===== config.mk =====
export PLATFORM = sky130hd
export DESIGN_NAME = led_pattern_driver
export DESIGN_NICKNAME = d
export VERILOG_FILES = /design/src/rtl/led_pattern_pkg.sv /design/src/rtl/led_pattern_channel.sv /design/src/rtl/led_pattern_driver.sv
export SDC_FILE = /design/constraint.sdc
export NUM_CORES = 1
export LEC_CHECK = 0
export ABC_AREA = 1
export CAP_MARGIN = 10
export CORE_MARGIN = 3
export CORE_UTILIZATION = 40
export CTS_BUF_LIST = sky130_fd_sc_hd__clkbuf_4
export CTS_CLUSTER_DIAMETER = 60
export DETAILED_ROUTE_END_ITERATION = 12
export PLACE_DENSITY_LB_ADDON = 0.3
export SETUP_SLACK_MARGIN = 0.05
export SLEW_MARGIN = 10
export SYNTH_ARGS = -nofsm -noshare
export SYNTH_HDL_FRONTEND = slang
export SYNTH_SLANG_ARGS = --single-unit
export TNS_END_PERCENT = 100

===== constraint.sdc =====
create_clock -name clk -period 2.1 [get_ports clk]
set_input_delay 0.315 -clock clk [delete_from_list [all_inputs] [get_ports clk]]
set_output_delay 0.315 -clock clk [all_outputs]
set_load 0.01 [all_outputs]

===== src/rtl/led_pattern_pkg.sv =====
// rtl/led_pattern_pkg.sv - shared mode encoding and sizing helper for the LED pattern driver
package led_pattern_pkg;

  typedef logic [1:0] mode_t;

  localparam mode_t MODE_OFF   = 2'd0;
  localparam mode_t MODE_ON    = 2'd1;
  localparam mode_t MODE_BLINK = 2'd2;
  localparam mode_t MODE_PWM   = 2'd3;

  // Channel-select width; a single channel still gets a 1-bit select port.
  function automatic int ch_bits(input int n);
    return (n > 1) ? $clog2(n) : 1;
  endfunction

endpackage


===== src/rtl/led_pattern_channel.sv =====
// rtl/led_pattern_channel.sv - one LED channel: mode/value registers, blink counter and phase, led flop
module led_pattern_channel
  import led_pattern_pkg::*;
#(
  parameter int                   CNT_BITS    = 16,
  parameter int                   PWM_BITS    = 4,
  parameter mode_t                RESET_MODE  = MODE_BLINK,
  parameter logic [CNT_BITS-1:0]  RESET_VALUE = CNT_BITS'(250)
) (
  input  logic                clk,
  input  logic                reset_n,
  input  logic                tick,
  input  logic [PWM_BITS-1:0] pwm_cnt,
  input  logic                wr_en,
  input  mode_t               mode,
  input  logic [CNT_BITS-1:0] value,
  output logic                led
);

  mode_t               mode_q;
  logic [CNT_BITS-1:0] value_q;
  logic [CNT_BITS-1:0] cnt_q;
  logic                phase_q;
  logic                led_next;

  always_comb begin
    led_next = 1'b0;
    case (mode_q)
      MODE_OFF:   led_next = 1'b0;
      MODE_ON:    led_next = 1'b1;
      MODE_BLINK: led_next = phase_q;
      MODE_PWM:   led_next = (pwm_cnt < value_q[PWM_BITS-1:0]);
      default:    led_next = 1'b0;
    endcase
  end

  // A write always wins over a coincident tick so software can resync phases.
  always_ff @(posedge clk or negedge reset_n) begin
    if (!reset_n) begin
      mode_q  <= RESET_MODE;
      value_q <= RESET_VALUE;
      cnt_q   <= '0;
      phase_q <= 1'b0;
      led     <= 1'b0;
    end else begin
      if (wr_en) begin
        mode_q  <= mode;
        value_q <= value;
        cnt_q   <= '0;
        phase_q <= 1'b0;
      end else if (tick && (mode_q == MODE_BLINK)) begin
        if (cnt_q == value_q) begin
          cnt_q   <= '0;
          phase_q <= ~phase_q;
        end else begin
          cnt_q   <= cnt_q + CNT_BITS'(1);
        end
      end
      led <= led_next;
    end
  end

endmodule


===== src/rtl/led_pattern_driver.sv =====
// rtl/led_pattern_driver.sv - multi-channel LED driver: shared prescaler, PWM counter and write decode
module led_pattern_driver
  import led_pattern_pkg::*;
#(
  parameter int                  CHANNELS    = 2,
  parameter int                  PRESCALE    = 50_000,
  parameter int                  CNT_BITS    = 16,
  parameter int                  PWM_BITS    = 4,
  parameter mode_t               RESET_MODE  = MODE_BLINK,
  parameter logic [CNT_BITS-1:0] RESET_VALUE = CNT_BITS'(250),
  localparam int                 CH_BITS     = ch_bits(CHANNELS)
) (
  input  logic                clk,
  input  logic                reset_n,
  input  logic                cfg_wr,
  input  logic [CH_BITS-1:0]  cfg_ch,
  input  mode_t               cfg_mode,
  input  logic [CNT_BITS-1:0] cfg_value,
  output logic                tick,
  output logic [CHANNELS-1:0] led
);

  localparam int                 PS_BITS = $clog2(PRESCALE);
  localparam logic [PS_BITS-1:0] PS_LAST = PS_BITS'(PRESCALE - 1);

  logic [PS_BITS-1:0]  presc;
  logic [PWM_BITS-1:0] pwm_cnt;
  logic [CHANNELS-1:0] wr_en;

  always_ff @(posedge clk or negedge reset_n) begin
    if (!reset_n) begin
      presc   <= '0;
      tick    <= 1'b0;
      pwm_cnt <= '0;
    end else begin
      tick    <= (presc == PS_LAST);
      presc   <= (presc == PS_LAST) ? '0 : presc + PS_BITS'(1);
      pwm_cnt <= pwm_cnt + PWM_BITS'(1);
    end
  end

  // Selects at or above CHANNELS match no instance, so such writes are dropped.
  for (genvar i = 0; i < CHANNELS; i++) begin : g_ch
    assign wr_en[i] = cfg_wr && (cfg_ch == CH_BITS'(i));

    led_pattern_channel #(
      .CNT_BITS    (CNT_BITS),
      .PWM_BITS    (PWM_BITS),
      .RESET_MODE  (RESET_MODE),
      .RESET_VALUE (RESET_VALUE)
    ) u_ch (
      .clk     (clk),
      .reset_n (reset_n),
      .tick    (tick),
      .pwm_cnt (pwm_cnt),
      .wr_en   (wr_en[i]),
      .mode    (cfg_mode),
      .value   (cfg_value),
      .led     (led[i])
    );
  end

endmodule

Word level (Yosys, flattened, before mapping)
Cells that the tools add are included.
{"block": "totals", "input_bits": 22, "regBits": 93, "wordCells": 58}
{"block": "classes", "eq_ne": 9, "bitwise_logic": 3, "reduce_logical": 12, "n_mux": 15, "addsub": 4, "magnitude_cmp": 2}
{"op": "two-way mux 16 bit", "count": 7}
{"op": "adder 16 x 1 -> 16 bit, second input constant", "count": 3}
{"op": "equality test 16 bit", "count": 2}
{"op": "equality test 16 bit, second input constant", "count": 1}
{"op": "equality test 2 bit, second input constant", "count": 4}
{"op": "< comparator 4 bit", "count": 2}
{"op": "case mux 1 bit (4 select lines)", "count": 2}
{"op": "nonzero test 2 bit", "count": 4}
{"op": "two-way mux 1 bit", "count": 6}
{"op": "adder 4 x 1 -> 4 bit, second input constant", "count": 1}
{"op": "equality test 2 x 1 -> 1 bit, second input constant", "count": 2}
{"op": "logical AND 1 bit", "count": 4}
{"op": "logical NOT 2 bit", "count": 2}
{"op": "AND reduction 2 bit", "count": 2}
{"op": "inverter 1 bit", "count": 3}

Depth between registers and ports, before layout
Gate-level depths: netlist (run 1).
{"block": "depth", "word_depth": 4, "depth_mapped": 13}

Hierarchy
Synthesis (run 1) repeated with hierarchy kept, for this count alone.
{"block": "hier_totals", "hier_cells": 714, "area_unflattened_um2": 5296.3}
{"mod": "led_pattern_channel at g_ch[1].u_ch", "cells_per_inst": 305, "n_inst": 1, "area_each_um2": 2143.3, "seq_area_each_um2": 909.6}
{"mod": "led_pattern_channel at g_ch[0].u_ch", "cells_per_inst": 275, "n_inst": 1, "area_each_um2": 2063.2, "seq_area_each_um2": 909.6}
{"mod": "led_pattern_driver", "cells_per_inst": 134, "n_inst": 1, "area_each_um2": 1089.8, "seq_area_each_um2": 525.5}

Worst setup path before layout (run 1)
OpenSTA, ideal clock, no wires.
{"block": "synth_timing", "path_type": "register -> register", "start": "register presc[0]", "end": "register presc[13]", "arrival_time_ps": 1319, "stages_incl_launch_ff": 10, "setup_ps": 113, "n_path_buf": 1, "setup_slack_ps": 669, "period_less_slack_ps": 1431, "required_time_ps": 1987, "cell_sequence": "dfrtp_1 > ha_1 > nand2_1 > nor2_1 > nand2_1 > nor3_2 > buf_4 > a21oi_1 > nand2_1 > inv_1"}
{"block": "synth_between", "elab_chain_len": 2, "word_cells_on_any_way": 3}
{"element": "start: declaration", "line": "led_pattern_driver.sv:26", "text": "logic [PS_BITS-1:0] presc;"}
{"element": "start signal: assignment", "line": "led_pattern_driver.sv:37", "text": "presc <= (presc == PS_LAST) ? '0 : presc + PS_BITS'(1);"}
{"element": "adder 16 x 1 -> 16 bit or equality test 16 bit (tied branches)", "line": "led_pattern_driver.sv:37"}
{"element": "two-way mux 16 bit (*)", "line": "led_pattern_driver.sv:37"}
Every way passes the cells marked *; elsewhere a longest branch is shown, timed or not.
A chain may end at the register's enable or synchronous reset.

Worst setup path after layout (run 1)
{"block": "layout_timing", "start": "register tick", "end": "output port tick"}
{"element": "start: declaration", "line": "led_pattern_driver.sv:19", "text": "output logic tick,"}
{"element": "start signal: assignment", "line": "led_pattern_driver.sv:36", "text": "tick <= (presc == PS_LAST);"}
No word-level cell between the ends.

==> results of run 1 <==
[power by group through the flow]
stage / registers, mW / logic [mW] / clock network, mW
global placement: 2.10 / 0.498 / 0
floorplan: 2.06 / 0.347 / 0
detailed placement: 2.10 / 0.515 / 0
CTS: 2.07 / 0.517 / 1.14
finish: 2.07 / 0.506 / 1.08
global route: 2.09 / 0.596 / 1.19
[Yosys cell counts, drive strengths merged]
library cell	count	area share [%]
dfstp	14	7.0
o21ai	55	5.3
nor3	13	1.6
xnor2	1	0.17
nand2	247	18
a21oi	17	1.6
a21boi	2	0.29
a31oi	1	0.12
nand4	18	2.2
nand3	32	3.2
o22ai	4	0.48
clkbuf	7	0.50
nor2	63	4.8
buf	11	1.5
nor3b	2	0.29
xor2	22	3.7
ha	10	2.4
dfrtp	79	38
inv	124	8.9
o211ai	1	0.14
[logic make-up after synthesis]
group / synth area share [%]
compound gates: 7.93
xor+xnor: 3.86
fa+ha+maj: 2.40
buf+inv: 10.9
flops: 44.9
simple gates: 30.0
[stage by stage]
stage,instances,worst slack [ps],total power [mW],hold slack (ps),area (um^2)
after detailed placement,912,236,2.62,374,5680
after CTS,929,262,3.72,363,5840
after global routing,929,218,3.88,393,5840
after floorplan,723,669,2.41,19.4,5220
final,929,329,3.66,380,5840
after global placement,912,266,2.59,365,5680
[metal layers]
metal	global-route usage, %	routed length [um]
met5	0	0
met4	5.74	210
met3	3.55	356
met2	27.3	5260
met1	20.6	5300
[final cells by class]
class | instances | area (um^2) | share of cell area, %
multi-input cells | 488 | 2310 | 39.5
clock inverters | 6 | 77.6 | 1.33
repair buffers | 36 | 355 | 6.08
clock buffers | 10 | 75.1 | 1.29
flip-flops and latches | 93 | 2340 | 40.1
well taps | 172 | 215 | 3.68
inverters | 124 | 465 | 7.97
[registers in the layout, summed over array words and instances, names as in the netlist]
name and cells:
g_ch.u_ch.cnt_q 32, g_ch.u_ch.led 2, g_ch.u_ch.mode_q 4, g_ch.u_ch.phase_q 2
g_ch.u_ch.value_q 32, presc 16, pwm_cnt 4, tick 1
[timing repair]
item                                   in CTS  in global routing
hold buffers                                1                  0
setup endpoints to repair                   0                  0
endpoints found under the hold margin      34                  0
[path summary, 6_finish.rpt]
| path | start | end | slack (ps) | depth (start not counted) |
|---|---|---|---|---|
| max | tick | tick | 330 | 1 |
| min | reset_n | g_ch[1].u_ch.led | 380 | 2 |
| max reg2reg | presc[0] | presc[4] | 350 | 7 |
| min reg2reg | presc[0] | presc[0] | 470 | 1 |
| max in group asynchronous | reset_n | g_ch[0].u_ch.value_q[1] | 1100 | 3 |
| min in group clk | cfg_value[1] | g_ch[1].u_ch.value_q[1] | 400 | 3 |
[cells in the final DEF (no fill, tap or decap), types with 11 or more instances in the layout]
master	n
nand2_1	243
dfstp_2	14
nor3_1	11
nand4_1	18
nor2_1	59
inv_1	122
clkdlybuf4s50_1	23
xor2_1	22
nand3_1	31
a21oi_1	17
dfrtp_1	79
o21ai_0	53
==> results_dict.tcl, run 1 <==
set metrics [dict create \
    cts_made_buffers 9 \
    cts_sinks 93 \
    crit_family "buffers and inverters" \
    hpwl_mm 8.39 \
    syn_area_per_cell_um2 7.22 \
    cpPeakStageDelay_ps 560 \
    grt_pass1_wl_mm 19.0 \
    drv_cap 0 \
    drc_errors 0 \
    end_kind "output pin" \
    cts_max_path_buffers 2 \
    slew_headroom_pct 60.3 \
    fillers 1276 \
    tns_ps 0 \
    ys_seq_elements 93 \
    cts_resized 0 \
    hold_path_class "input port to asynchronous set/reset pin" \
    internal_power_mw 2.64 \
    track_usage_pct 16.2 \
    initial_core_util_pct 41.2 \
    portBuffers 24 \
    crit_path_start_kind "flop" \
    slew_violations 0 \
    routed-via-count 4372 \
    wl_per_cell_um 12.0 \
    setup_violations 0 \
    synthCells 723 \
    utilization_pct 46.1 \
    postSynthNetCount 755 \
    critPathRequiredTime_ps 1780 \
    cts_setup_buffers 0 \
    cts_tree "yes" \
    first_pass_iters 5 \
    p_switching_mw 1.02 \
    vias_per_cell 4.71 \
    antenna_found_initial 0 \
    yosysUniqueCellTypes 31 \
    overflow 0 \
    antenna_cells 0 \
    die-height_um 120 \
    htree_levels 3 \
    min_period_ps 1770 \
    drt_iter0_markers 276 \
    cp_slowest_cell "clkdlybuf4s50_1" \
    yosysWarnings 0 \
    clock.fmax_mhz 565 \
    sw_frac_of_total_pct 27.8 \
    clockRootBuffer "clkbuf_4" \
    post-route-period-util_pct 84.3 \
    gp_congestion 0.872 \
    grt_max_degree 45 \
    fin_nets 784 \
    syn_to_final_growth_pct 11.9 \
    cp.arrival_ps 1460 \
    grt_pass1_vias 4113 \
    finalClockSkew_ps 17.3 \
    clock_latency_ps 470 \
    syn_area_um2 5220 \
    critPathBufInv 1 \
    p_clk_share_pct 29.6 \
    finalWirelength_mm 11.1 \
    die_area_um2 14500 \
    die_w_um 120 \
    crit_path_max_fanout 3 \
    path_class "flop to output pin" \
    powerDensity_nw_per_um2 626 \
    combPwrFrac_pct 13.8 \
    leakagePower_nw 2.96 \
    io_pins 25 \
    pwr-share-seq_pct 56.5 \
    num_rows 41 \
    clkSlewWorstSetupHoldPaths_ps 140 \
    crit_chain "clkdlybuf4s50_1" \
    max-vdd-ir-drop_v 0.000318 \
    drive_above_1_share_pct 7.00 \
    yosysSeqAreaShare_pct 44.9 \
    ant_nets 0 \
    hold_viol 0 \
    tightest_slew_ps 596 \
    coreArea_um2 12700 \
    rsz0062_at_grt "false" \
    status "finished clean" \
]
(Power assumes the default switching activity.)
==> run 2, diff against run 1 <==
- clock period: 2.1 -> 1.48 ns (I/O delays scaled with it)
==> run 2 against run 1 <==
Net effect: the flow now finishes with violations (negative setup slack); sequential cell count stayed put; final area is 17% higher; sequential power is 42% higher; hold slack worse by 190 ps; combinational power is 89% higher; global-route usage is 1.8 points higher; sequential share of layout area is 5.7 points lower; critical path depth is 9 higher; first-iteration DRC count is 18% higher; critical path type is now flop to flop.
==> results_dict.tcl, run 2 (synthesis results as in run 1) <==
set metrics [dict create \
    die_w_um 120 \
    track_usage_pct 18.0 \
    violations "negative setup slack" \
    hold_slack_ps 186 \
    top_regs "g_ch.u_ch.cnt_q: 32 flops, g_ch.u_ch.value_q: 32 flops, presc: 16 flops" \
    slew_headroom_pct 75.7 \
    hold_path_class "input port to asynchronous set/reset pin" \
    num_rows 41 \
    tightest_slew_ps 364 \
    grt-busiest-layer "met2" \
    initial_core_util_pct 41.2 \
    first_pass_iters 4 \
    crit_chain "inv_2, nand2_1, nand2_1, nor2_1, nand2_1, nor2_1, nand2_2, nand2_4, buf_4, a21oi_2" \
    antenna_found_initial 0 \
    cts_tree "yes" \
    htree_levels 3 \
    grt_max_degree 39 \
    tns_ps -463 \
    combPwrFrac_pct 17.0 \
    cts_sinks 93 \
    placedCellCount 966 \
    max-vdd-ir-drop_v 0.000513 \
    reg2reg_from "g_ch[0].u_ch.value_q[7]" \
    regArea_um2 2350 \
    grt_pass1_vias 4618 \
    internal_power_mw 4.06 \
    end_kind "flop" \
    gr-usage-met1_pct 23.4 \
    rr_worst_depth 10 \
    overflow 0 \
    drt_iter0_markers 326 \
    sw_frac_of_total_pct 27.8 \
    slew_violations 0 \
    pwr-share-seq_pct 52.3 \
    leakagePower_nw 3.39 \
    path_class "flop to flop" \
    vias_per_cell 4.79 \
    met2_usage_pct 30.8 \
    ff2ff_setup_slack_ps -70 \
    crit_path_max_fanout 8 \
    final_cell_mix "nand2_1, inv_1, dfrtp_1" \
    ant_nets 0 \
    clockRootBuffer "clkbuf_4" \
    finalPower_mw 5.63 \
    r2r_end "g_ch[0].u_ch.cnt_q[11]" \
    coreArea_um2 12700 \
    multi_input_area_um2 2690 \
    rsz0062_at_grt "true" \
    antenna_cells 0 \
    routed-via-count 4793 \
    cp.arrival_ps 1910 \
    drv_cap 0 \
    layout.cells.non_filler 1000 \
    clock.fmax_mhz 645 \
    hpwl_mm 9.01 \
    gp_congestion 0.890 \
    finalWirelength_mm 12.8 \
    use_met3_pct 2.85 \
    status "finished, violations left" \
    wl_per_cell_um 12.8 \
    drc_errors 0 \
    cts_made_buffers 9 \
    layout_commonest_cell "nand2_1" \
    powerDensity_nw_per_um2 824 \
    crit_path_start_kind "flop" \
    drive_above_1_share_pct 25.7 \
    finalClockSkew_ps 19.4 \
    cts_max_path_buffers 2 \
    setup_violations 11 \
    critPathRequiredTime_ps 1840 \
    die_area_um2 14500 \
    clock_latency_ps 470 \
    io_pins 25 \
    cpPeakStageDelay_ps 580 \
    p_switching_mw 1.56 \
    utilization_pct 53.9 \
    fin_nets 855 \
    timing.final.ws_setup_ps -71.4 \
    portBuffers 24 \
    syn_to_final_growth_pct 30.8 \
    p_clk_share_pct 30.7 \
    post-route-period-util_pct 105 \
    min_period_ps 1550 \
    grt_pass1_wl_mm 21.1 \
    clkSlewWorstSetupHoldPaths_ps 150 \
    cp_slowest_cell "dfstp_2" \
    fillers 1194 \
    cp_common_cell "nand2_1" \
    die-height_um 120 \
    hold_viol 0 \
]
-- run 2: cell count changes in the layout (fill, tap and decap cells not counted), sizes merged --
cell,previous run,this run
clkdlybuf4s50,23,20
buf,12,82
bufinv,2,3
clkdlybuf4s15,0,1
dlygate4sd2,0,2
nand2,247,248
clkinv,4,3
-- run 2: cell type report --
type / count / share of cell area [%]
Sequential cell: 93 / 34.4
Clock buffer: 10 / 1.10
Timing Repair Buffer: 106 / 13.6
Inverter: 124 / 6.85
Tap cell: 172 / 3.15
Multi-Input combinational cell: 489 / 39.4
Clock inverter: 6 / 1.48
-- run 2: repair_timing --
item                                   in CTS  in global routing
setup endpoints to repair                  48                 50
hold buffers                                1                  0
endpoints found under the hold margin      64                  0
cloned                                      1                  0
gates resized for setup                    48                 79
pin swaps                                  18                 47
setup buffers                               8                 10
-- run 2: worst max-delay path by stage --
stage,start,to,cells past startpoint
6_report,g_ch[0].u_ch.value_q[7],g_ch[0].u_ch.cnt_q[11],10
5_1_grt,g_ch[1].u_ch.cnt_q[12],g_ch[1].u_ch.phase_q,12
4_1_cts,g_ch[0].u_ch.value_q[7],g_ch[0].u_ch.cnt_q[14],11
3_5_place_dp,cfg_wr,g_ch[0].u_ch.cnt_q[11],8
3_3_place_gp,cfg_wr,g_ch[0].u_ch.cnt_q[11],8
2_1_floorplan,presc[0],presc[13],9
-- run 2: critical path, delay by kind of cell, from the launching register on --
family	cells	cell delay (ps)
buffers and inverters	2	160
flip-flops	1	580
AND/OR/NAND/NOR	7	650
AO/OA/AOI/OAI	1	40
-- run 2: stage by stage --
step,setup WS (ps),area [um^2]
after floorplan,82.7,5230
after global placement,-141,6110
after detailed placement,-175,6110
after CTS,-38.7,6500
after global routing,-154,6830
final,-71.4,6830
-- run 2: per-layer routing --
layer  vias up  wire length (um)
li1       2443                 -
met1      2279              5770
met2        50              6440
met3        21               332
met4         0               244
met5         -                 0
-- run 2: power by group through the flow --
| stage | logic, mW | registers (mW) | clock network [mW] |
|---|---|---|---|
| floorplan | 0.492 | 2.93 | 0 |
| global placement | 0.822 | 2.96 | 0 |
| detailed placement | 0.848 | 2.97 | 0 |
| CTS | 0.890 | 2.93 | 1.77 |
| global route | 1.09 | 2.97 | 1.88 |
| finish | 0.955 | 2.94 | 1.73 |
==> run 3, diff against run 2 <==
- CAP_MARGIN: 10 -> default
- CTS_CLUSTER_DIAMETER: 60 -> default
==> results of run 3 <==
Final layout, timing and power as in run 2 (identical DEF).
